## src/rtl/mdu_seq_pkg.sv

```systemverilog
// Shared encodings for the iterative multiply/divide sequencer (mdu_seq).
// The optional signed mode is enabled with the MDU_SIGNED_EN macro.
package mdu_seq_pkg;

    localparam int MDU_XLEN = 32;

    typedef enum logic [1:0] {
        MDU_MULTU = 2'b00,
        MDU_DIVU  = 2'b01,
        MDU_MULT  = 2'b10,
        MDU_DIV   = 2'b11
    } mdu_op_e;

    localparam logic [2:0] ALU_ADD = 3'b010;
    localparam logic [2:0] ALU_SUB = 3'b110;

    typedef enum logic [1:0] {
        ST_IDLE = 2'b00,
        ST_RUN  = 2'b01,
        ST_DONE = 2'b10
    } mdu_state_e;

endpackage

```

## src/rtl/mdu_seq_if.sv

```systemverilog
// Request/result and borrowed-ALU signals between the CPU and mdu_seq.
// The master side is the CPU datapath, which also owns the shared ALU.
interface mdu_seq_if #(
    parameter int XLEN = mdu_seq_pkg::MDU_XLEN
);
    logic            start;
    logic [1:0]      op;
    logic [XLEN-1:0] src_a;
    logic [XLEN-1:0] src_b;
    logic            flush;
    logic            busy;
    logic            done;
    logic [XLEN-1:0] hi;
    logic [XLEN-1:0] lo;
    logic            alu_req;
    logic [XLEN-1:0] alu_a;
    logic [XLEN-1:0] alu_b;
    logic [2:0]      alu_op;
    logic [XLEN-1:0] alu_result;
    logic            alu_carryout;

    modport master (
        output start, op, src_a, src_b, flush, alu_result, alu_carryout,
        input  busy, done, hi, lo, alu_req, alu_a, alu_b, alu_op
    );

    modport slave (
        input  start, op, src_a, src_b, flush, alu_result, alu_carryout,
        output busy, done, hi, lo, alu_req, alu_a, alu_b, alu_op
    );
endinterface

```

## src/rtl/mdu_sign_fix.sv

```systemverilog
// Sign handling for mdu_seq: operand magnitudes in, sign-corrected result out.
// Only built when MDU_SIGNED_EN is defined.
`ifdef MDU_SIGNED_EN
module mdu_sign_fix #(
    parameter int XLEN = 32
) (
    input  logic              signed_i,
    input  logic [XLEN-1:0]   a_i,
    input  logic [XLEN-1:0]   b_i,
    output logic [XLEN-1:0]   mag_a_o,
    output logic [XLEN-1:0]   mag_b_o,
    output logic              sign_a_o,
    output logic              sign_b_o,
    input  logic [2*XLEN-1:0] res_i,
    input  logic              mul_i,
    input  logic              neg_hi_i,
    input  logic              neg_lo_i,
    output logic [2*XLEN-1:0] res_o
);
    logic [XLEN-1:0] res_hi;
    logic [XLEN-1:0] res_lo;

    assign sign_a_o = signed_i & a_i[XLEN-1];
    assign sign_b_o = signed_i & b_i[XLEN-1];
    assign mag_a_o  = sign_a_o ? -a_i : a_i;
    assign mag_b_o  = sign_b_o ? -b_i : b_i;

    assign res_hi = res_i[2*XLEN-1:XLEN];
    assign res_lo = res_i[XLEN-1:0];

    // A product negates as one 64-bit value; quotient and remainder negate independently.
    assign res_o = mul_i ? (neg_lo_i ? -res_i : res_i)
                         : {(neg_hi_i ? -res_hi : res_hi), (neg_lo_i ? -res_lo : res_lo)};
endmodule
`endif

```

## src/rtl/mdu_seq.sv

```systemverilog
// Iterative shift-add multiplier / restoring divider that borrows the shared CPU ALU.
// Define MDU_SIGNED_EN to make MULT/DIV signed; otherwise op[1] is ignored.
module mdu_seq
    import mdu_seq_pkg::*;
#(
    parameter int XLEN = MDU_XLEN
) (
    input  logic     clk,
    input  logic     resetn,
    mdu_seq_if.slave bus
);
    localparam int CW = $clog2(XLEN);

    mdu_state_e        state_q, state_d;
    logic [CW-1:0]     cnt_q, cnt_d;
    logic [XLEN-1:0]   acc_q, acc_d;
    logic [XLEN-1:0]   wlo_q, wlo_d;
    logic [XLEN-1:0]   opb_q, opb_d;
    logic [XLEN-1:0]   hi_q, hi_d;
    logic [XLEN-1:0]   lo_q, lo_d;
    logic              is_div_q, is_div_d;
    logic              busy_q, busy_d;
    logic              done_q, done_d;
    logic              alu_req_q, alu_req_d;

    logic [XLEN-1:0]   mag_a, mag_b;
    logic [XLEN-1:0]   trial;
    logic [XLEN:0]     mul_sum;
    logic [XLEN-1:0]   step_acc, step_lo;
    logic [2*XLEN-1:0] fixed_res;
    logic              run;

    assign run   = (state_q == ST_RUN);
    assign trial = {acc_q[XLEN-2:0], wlo_q[XLEN-1]};

    assign bus.alu_a   = run ? (is_div_q ? trial : acc_q) : '0;
    assign bus.alu_b   = run ? opb_q : '0;
    assign bus.alu_op  = (run && is_div_q) ? ALU_SUB : ALU_ADD;
    assign bus.busy    = busy_q;
    assign bus.done    = done_q;
    assign bus.alu_req = alu_req_q;
    assign bus.hi      = hi_q;
    assign bus.lo      = lo_q;

    // One iteration, using whatever the ALU returned for this cycle's operands.
    always_comb begin
        mul_sum  = wlo_q[0] ? {bus.alu_carryout, bus.alu_result} : {1'b0, acc_q};
        step_acc = mul_sum[XLEN:1];
        step_lo  = {mul_sum[0], wlo_q[XLEN-1:1]};
        if (is_div_q) begin
            // msb set means the shifted remainder exceeds XLEN bits, so it always fits.
            if (acc_q[XLEN-1] | ~bus.alu_carryout) begin
                step_acc = bus.alu_result;
                step_lo  = {wlo_q[XLEN-2:0], 1'b1};
            end else begin
                step_acc = trial;
                step_lo  = {wlo_q[XLEN-2:0], 1'b0};
            end
        end
    end

`ifdef MDU_SIGNED_EN
    logic sign_a, sign_b;
    logic neg_hi_q, neg_hi_d;
    logic neg_lo_q, neg_lo_d;

    mdu_sign_fix #(.XLEN(XLEN)) u_sign_fix (
        .signed_i (bus.op[1]),
        .a_i      (bus.src_a),
        .b_i      (bus.src_b),
        .mag_a_o  (mag_a),
        .mag_b_o  (mag_b),
        .sign_a_o (sign_a),
        .sign_b_o (sign_b),
        .res_i    ({step_acc, step_lo}),
        .mul_i    (~is_div_q),
        .neg_hi_i (neg_hi_q),
        .neg_lo_i (neg_lo_q),
        .res_o    (fixed_res)
    );
`else
    logic unused_op_sign;
    assign unused_op_sign = bus.op[1];
    assign mag_a     = bus.src_a;
    assign mag_b     = bus.src_b;
    assign fixed_res = {step_acc, step_lo};
`endif

    always_comb begin
        state_d  = state_q;
        cnt_d    = cnt_q;
        acc_d    = acc_q;
        wlo_d    = wlo_q;
        opb_d    = opb_q;
        hi_d     = hi_q;
        lo_d     = lo_q;
        is_div_d = is_div_q;
`ifdef MDU_SIGNED_EN
        neg_hi_d = neg_hi_q;
        neg_lo_d = neg_lo_q;
`endif
        case (state_q)
            ST_IDLE: begin
                if (bus.start && !bus.flush) begin
                    is_div_d = bus.op[0];
                    cnt_d    = '0;
                    acc_d    = '0;
`ifdef MDU_SIGNED_EN
                    neg_hi_d = bus.op[0] ? sign_a : (sign_a ^ sign_b);
                    neg_lo_d = sign_a ^ sign_b;
`endif
                    if (!bus.op[0]) begin
                        wlo_d   = mag_b;
                        opb_d   = mag_a;
                        state_d = ST_RUN;
                    end else if (bus.src_b == '0) begin
                        hi_d    = bus.src_a;
                        lo_d    = '1;
                        state_d = ST_DONE;
                    end else begin
                        wlo_d   = mag_a;
                        opb_d   = mag_b;
                        state_d = ST_RUN;
                    end
                end
            end
            ST_RUN: begin
                if (bus.flush) begin
                    state_d = ST_IDLE;
                end else begin
                    acc_d = step_acc;
                    wlo_d = step_lo;
                    cnt_d = cnt_q + CW'(1);
                    if (cnt_q == CW'(XLEN - 1)) begin
                        hi_d    = fixed_res[2*XLEN-1:XLEN];
                        lo_d    = fixed_res[XLEN-1:0];
                        state_d = ST_DONE;
                    end
                end
            end
            default: state_d = ST_IDLE;
        endcase
        busy_d    = (state_d == ST_RUN);
        alu_req_d = (state_d == ST_RUN);
        done_d    = (state_d == ST_DONE);
    end

    always_ff @(posedge clk or negedge resetn) begin
        if (!resetn) begin
            state_q   <= ST_IDLE;
            cnt_q     <= '0;
            acc_q     <= '0;
            wlo_q     <= '0;
            opb_q     <= '0;
            hi_q      <= '0;
            lo_q      <= '0;
            is_div_q  <= 1'b0;
            busy_q    <= 1'b0;
            done_q    <= 1'b0;
            alu_req_q <= 1'b0;
`ifdef MDU_SIGNED_EN
            neg_hi_q  <= 1'b0;
            neg_lo_q  <= 1'b0;
`endif
        end else begin
            state_q   <= state_d;
            cnt_q     <= cnt_d;
            acc_q     <= acc_d;
            wlo_q     <= wlo_d;
            opb_q     <= opb_d;
            hi_q      <= hi_d;
            lo_q      <= lo_d;
            is_div_q  <= is_div_d;
            busy_q    <= busy_d;
            done_q    <= done_d;
            alu_req_q <= alu_req_d;
`ifdef MDU_SIGNED_EN
            neg_hi_q  <= neg_hi_d;
            neg_lo_q  <= neg_lo_d;
`endif
        end
    end

endmodule
```

## src/flat_wrapper.sv

```systemverilog
// flat-port wrapper written by rule: the top's interface ports become plain ports
module mdu_seq_flat import mdu_seq_pkg::*;
#(
    parameter int XLEN = MDU_XLEN
)
  (clk, resetn, bus_start, bus_op, bus_src_a, bus_src_b, bus_flush, bus_alu_result, bus_alu_carryout, bus_busy, bus_done, bus_hi, bus_lo, bus_alu_req, bus_alu_a, bus_alu_b, bus_alu_op);
  mdu_seq_if #(.XLEN(XLEN)) bus_i ();
  input  logic clk;
  input  logic resetn;
  input wire logic [$bits(bus_i.start)-1:0] bus_start;
  input wire logic [$bits(bus_i.op)-1:0] bus_op;
  input wire logic [$bits(bus_i.src_a)-1:0] bus_src_a;
  input wire logic [$bits(bus_i.src_b)-1:0] bus_src_b;
  input wire logic [$bits(bus_i.flush)-1:0] bus_flush;
  input wire logic [$bits(bus_i.alu_result)-1:0] bus_alu_result;
  input wire logic [$bits(bus_i.alu_carryout)-1:0] bus_alu_carryout;
  output wire logic [$bits(bus_i.busy)-1:0] bus_busy;
  output wire logic [$bits(bus_i.done)-1:0] bus_done;
  output wire logic [$bits(bus_i.hi)-1:0] bus_hi;
  output wire logic [$bits(bus_i.lo)-1:0] bus_lo;
  output wire logic [$bits(bus_i.alu_req)-1:0] bus_alu_req;
  output wire logic [$bits(bus_i.alu_a)-1:0] bus_alu_a;
  output wire logic [$bits(bus_i.alu_b)-1:0] bus_alu_b;
  output wire logic [$bits(bus_i.alu_op)-1:0] bus_alu_op;
  assign bus_i.start = bus_start;
  assign bus_i.op = bus_op;
  assign bus_i.src_a = bus_src_a;
  assign bus_i.src_b = bus_src_b;
  assign bus_i.flush = bus_flush;
  assign bus_i.alu_result = bus_alu_result;
  assign bus_i.alu_carryout = bus_alu_carryout;
  assign bus_busy = bus_i.busy;
  assign bus_done = bus_i.done;
  assign bus_hi = bus_i.hi;
  assign bus_lo = bus_i.lo;
  assign bus_alu_req = bus_i.alu_req;
  assign bus_alu_a = bus_i.alu_a;
  assign bus_alu_b = bus_i.alu_b;
  assign bus_alu_op = bus_i.alu_op;
  mdu_seq #(.XLEN(XLEN)) u_core (.clk(clk), .resetn(resetn), .bus(bus_i));
endmodule
```

## config.mk

```make
export PLATFORM = sky130hd
export DESIGN_NAME = mdu_seq_flat
export DESIGN_NICKNAME = d
export VERILOG_FILES = /design/src/rtl/mdu_seq_pkg.sv /design/src/rtl/mdu_seq_if.sv /design/src/rtl/mdu_sign_fix.sv /design/src/rtl/mdu_seq.sv /design/src/flat_wrapper.sv
export SDC_FILE = /design/constraint.sdc
export NUM_CORES = 1
export LEC_CHECK = 0
export ABC_CLOCK_PERIOD_IN_PS = 2600
export CAP_MARGIN = 20
export CORE_MARGIN = 1.5
export CORE_UTILIZATION = 51
export DETAILED_ROUTE_END_ITERATION = 16
export PLACE_DENSITY = 0.82
export RECOVER_POWER = 100
export SLEW_MARGIN = 15
export SYNTH_ARGS = -nofsm -noshare
export SYNTH_HDL_FRONTEND = slang
export SYNTH_HIERARCHICAL = 1
export SYNTH_SLANG_ARGS = --single-unit
export TNS_END_PERCENT = 1
```

## constraint.sdc

```tcl
create_clock -name clk -period 2.6 [get_ports clk]
set_input_delay 0.39 -clock clk [delete_from_list [all_inputs] [get_ports clk]]
set_output_delay 0.39 -clock clk [all_outputs]
set_load 0.05 [all_outputs]
```

# Yosys cells after proc, flatten, opt, wreduce, memory -nomap -nowiden
# Cells that the tools add are included.
[word_totals]
ff_bits = 170
latchBits = 0
n_memories = 0
rom_bits = 0
inputBits = 103
ram_bits = 0
[op_classes]
n_reduce_logical = 11
magnitude_cmp = 0
mul = 0
n_eq_ne = 11
div_mod_pow = 0
add_sub_neg = 1
n_shift = 0
bitwise = 2
n_mux = 40
[ops]
columns = ["operator", "n"]
rows = [
  ["two-way mux 32 bit", 24],
  ["case mux 32 bit (2 select lines)", 4],
  ["two-way mux 33 bit", 1],
  ["logical NOT 32 bit", 1],
  ["two-way mux 2 bit", 5],
  ["two-way mux 5 bit", 2],
  ["case mux 5 bit (2 select lines)", 1],
  ["!= test 2 bit (second input constant)", 4],
  ["AND reduction 3 bit", 2],
  ["AND reduction 6 bit", 1],
  ["adder 5 x 1 -> 5 bit (second input constant)", 1],
  ["equality test 5 bit (second input constant)", 1],
  ["equality test 2 x 1 -> 1 bit (second input constant)", 2],
  ["!= test 2 x 1 -> 1 bit (second input constant)", 2],
  ["case mux 2 bit (2 select lines)", 1],
  ["AND reduction 4 bit", 1],
  ["two-way mux 3 bit", 1],
  ["!= test 3 bit (second input constant)", 1],
  ["equality test 2 bit (second input constant)", 1],
  ["logical AND 1 bit", 2],
  ["logical NOT 2 bit", 1],
  ["AND reduction 2 bit", 1],
  ["nonzero test 2 bit", 1],
  ["logical NOT 1 bit", 1],
  ["other kinds (3)", 3],
]

# Depth between registers and ports, before layout
[logic_depth]
ltp_word = 7
depth_mapped = 8

# Worst setup path before layout
# No wires, ideal clock.
[synth_timing]
path_type = "register -> output"
start = "register u_core.is_div_q"
end = "output bus_alu_a[10]"
t_arrival_ps = 2091
t_required_ps = 2210
stages_incl_launch_ff = 7
path_buffers = 4
slack_ps = 119
cell_sequence = "dfrtp_1 clkbuf_1 buf_2 clkbuf_1 buf_2 mux2i_1 nor2_1"
[synth_between]
elab_chain_cells = 2
[synth_rtl]
columns = ["element", "line", "text"]
rows = [
  ["from (decl)", "mdu_seq.sv:21", "logic is_div_q, is_div_d;"],
  ["from (signal assigned)", "mdu_seq.sv:173", "is_div_q <= is_div_d;"],
  ["two-way mux 32 bit (2 in a row)", "mdu_seq.sv:36", "assign bus.alu_a = run ? (is_div_q ? trial : acc_q) : '0;"],
  ["to (decl)", "flat_wrapper.sv:22", "output wire logic [$bits(bus_i.alu_a)-1:0] bus_alu_a;"],
]
# No other way between the ends.

# Worst setup path after layout
[layout_timing]
start = "input bus_src_b[26]"
end = "register u_core.wlo_q[20]"
[layout_between]
elab_chain_cells = 3
[layout_rtl]
columns = ["element", "line", "text"]
rows = [
  ["from (decl)", "flat_wrapper.sv:13", "input wire logic [$bits(bus_i.src_b)-1:0] bus_src_b;"],
  ["logical NOT 32 bit", "mdu_seq.sv:116", "end else if (bus.src_b == '0) begin"],
  ["!= test 3 bit (no line)", "--", ""],
  ["AND reduction 4 bit (no line)", "--", ""],
  ["to (signal assigned)", "mdu_seq.sv:169", "wlo_q <= wlo_d;"],
  ["to (decl)", "mdu_seq.sv:17", "logic [XLEN-1:0] wlo_q, wlo_d;"],
]
# No other way between the ends.
# A chain may end at the register's enable or synchronous reset.

==> impl_metrics.tcl <==
set metrics [dict create \
    outcome "complete, but fails checks" \
    violations "capacitance limit, slew limit" \
    postRouteWirelength_um 27800 \
    ys_seq_area_share_pct 43.1 \
    cp-end-kind "register" \
    p_total_w 0.00908 \
    area_growth_pct 34.0 \
    dp_hpwl_um 20100 \
    rr_startpoint "u_core/state_q[1]" \
    route.detailed.drc 0 \
    fmax_mhz 398 \
    dr_total_vias 7934 \
    synth.distinct_cells 35 \
    gp_congestion 0.855 \
    critPathArrivalTime_ps 2820 \
    r2r_cells 4 \
    layout_common_cells "190 x mux2i_1, 168 x dfrtp_1, 98 x clkdlybuf4s50_1" \
    fin_cells 1418 \
    htree_levels 4 \
    first_global_vias 7842 \
    drive_gt1_share_pct 19.0 \
    first_pass_iters 4 \
    hold_viol_final 0 \
    synth_area_um2 9860 \
    antenna_found_initial 1 \
    min_from "u_core/opb_q[13]" \
    synth.net_count 1044 \
    grt_max_degree 70 \
    skew_ps 11.6 \
    r2r_slack_ps 260 \
    worstMarginPinSlew_ps 1730 \
    placed_cells 1385 \
    clockBufferDepth 2 \
    dieWidth_um 142 \
    yosys_most_used_dff "dfrtp_1" \
    dieArea_um2 20200 \
    tns_ps 0 \
    powerDensity_nw_per_um2 687 \
    cts_root_buf "clkbuf_16" \
    synth_edf_count 0 \
    critPathLaunchType "input pin" \
    post_cts_resized 0 \
    async_reset_ff_share_pct 100 \
    worstReg2RegEnd "u_core/acc_q[30]" \
    cts_tree "yes" \
    place_area_um2 13100 \
    n_antenna_cell 0 \
    ioPinCount 237 \
    period_share_pct 96.5 \
    ys_seq_elements 170 \
    leakage_nw 6.40 \
    setup_viol 0 \
    min_period_ps 2510 \
    relSlewSlack_pct -15.4 \
    clk_latency_ps 430 \
    cts_hold_buf 1 \
    grt-ovfl-total 0 \
    io_buffers 233 \
    final_nets 1250 \
    grt_use_total_pct 27.8 \
    cts.sinks 170 \
    hp-class "reg -> reg" \
    ys_warn_count 6 \
    worstHoldPathCells 2 \
    ant_nets 0 \
    drv_cap 1 \
    finalMaxSlewViolations 64 \
    wl_per_cell_um 19.6 \
    hold_end "u_core/opb_q[13]" \
    final_area_um2 13200 \
    final_common_cell "mux2i_1" \
    numCtsBuffers 17 \
    viasPerCell 5.60 \
    cp_max_fo 24 \
    cp_data_required_time_ps 2910 \
    crit_start "bus_src_b[26]" \
    criticalPathCategory "in -> reg" \
    clk_pin_slew_ps 70 \
    drt_iter0_drc 463 \
    start_util_pct 52.4 \
    ir_worst_vdd_mv 0.509 \
    fp-row-count 50 \
    design.core.area_um2 18800 \
    grt_pass1_wl_um 43000 \
    syn_area_per_cell_um2 10.5 \
    post_cts_buffers 0 \
    rsz0062_at_grt "false" \
    syn_inst 939 \
    dieHeight_um 142 \
]
cell families (layout without fill, tap and decap cells):
family                   Yosys count  count (layout)  synth area share, %
multiplexers                     286             286                 30.2
other                              2               2               0.0762
XOR/XNOR                           2               2                0.178
AO/OA/AOI/OAI                    171             171                 11.3
AND/OR/NAND/NOR                  191             191                 9.74
buffers and inverters            115             334                 5.02
flip-flops                       170             170                 43.1
adder cells (fa/ha/maj)            2               2                0.254
worst max-delay path by stage:
stage / to / slack (ps)
global placement: u_core/wlo_q[8] / -180
CTS: bus_alu_a[28] / 160
global route: u_core/wlo_q[6] / 30
floorplan: bus_alu_a[10] / 120
detailed placement: u_core/wlo_q[9] / -240
finish: u_core/wlo_q[20] / 90
sequential cells by signal, indices dropped and copies added, names as in the netlist:
register	flops
u_core/acc_q	32
u_core/bus.alu_req	1
u_core/bus.done	1
u_core/bus.hi	32
u_core/bus.lo	32
u_core/cnt_q	5
u_core/is_div_q	1
u_core/opb_q	32
u_core/state_q	2
u_core/wlo_q	32
metal layers:
| layer | GRT usage (%) | part of all wire (%) |
|---|---|---|
| met1 | 38.8 | 46 |
| met4 | 9.55 | 2.5 |
| met5 | 0 | 0.043 |
| met2 | 44.4 | 47 |
| met3 | 4.27 | 4.5 |
critical path: stages:
cell and delay, ps:
clkdlybuf4s50_1 440, nor4_1 550, buf_4 200, nand4_1 160, nor3_1 350, buf_4 190
a21oi_4 70, buf_12 180, mux2_2 280
stage by stage:
stage	setup slack (ps)	hold slack, ps	util, %
2_1_floorplan	119	94.4	-
3_5_place_dp	-238	443	69.8
3_3_place_gp	-182	435	69.8
4_1_cts	157	478	73.0
6_report	90.2	476	70.2
5_1_grt	34.7	494	70.2
synth_stat cells (all sizes together), types with 6 or more instances:
cell type	count	area share [%]
mux2i	190	19
and2	34	2.2
a21boi	30	2.3
clkbuf	41	1.6
nor2	38	1.5
inv	35	1.3
a21oi	33	1.7
o21ai	38	1.9
nor4	6	0.38
dfrtp	170	43
nor2b	36	2.3
a211oi	64	4.9
nand2	68	2.6
buf	39	2.1
mux2	96	11
cell type report:
type,instances,area [um^2]
fill,1406,5610
multi-input combinational,654,5140
sequential,170,4260
timing repair buffer,267,2760
clock buffer,17,425
tap,260,325
clock inverter,15,179
inverter,35,131
where the power goes:
part | internal [W] | total (W) | switching (W)
clock | 0.00138 | 0.00260 | 0.00122
sequential | 0.00308 | 0.00355 | 0.000474
combinational | 0.00133 | 0.00294 | 0.00161
total | 0.00578 | 0.00908 | 0.00330
Note: power is estimated with default switching activity, not from simulation.
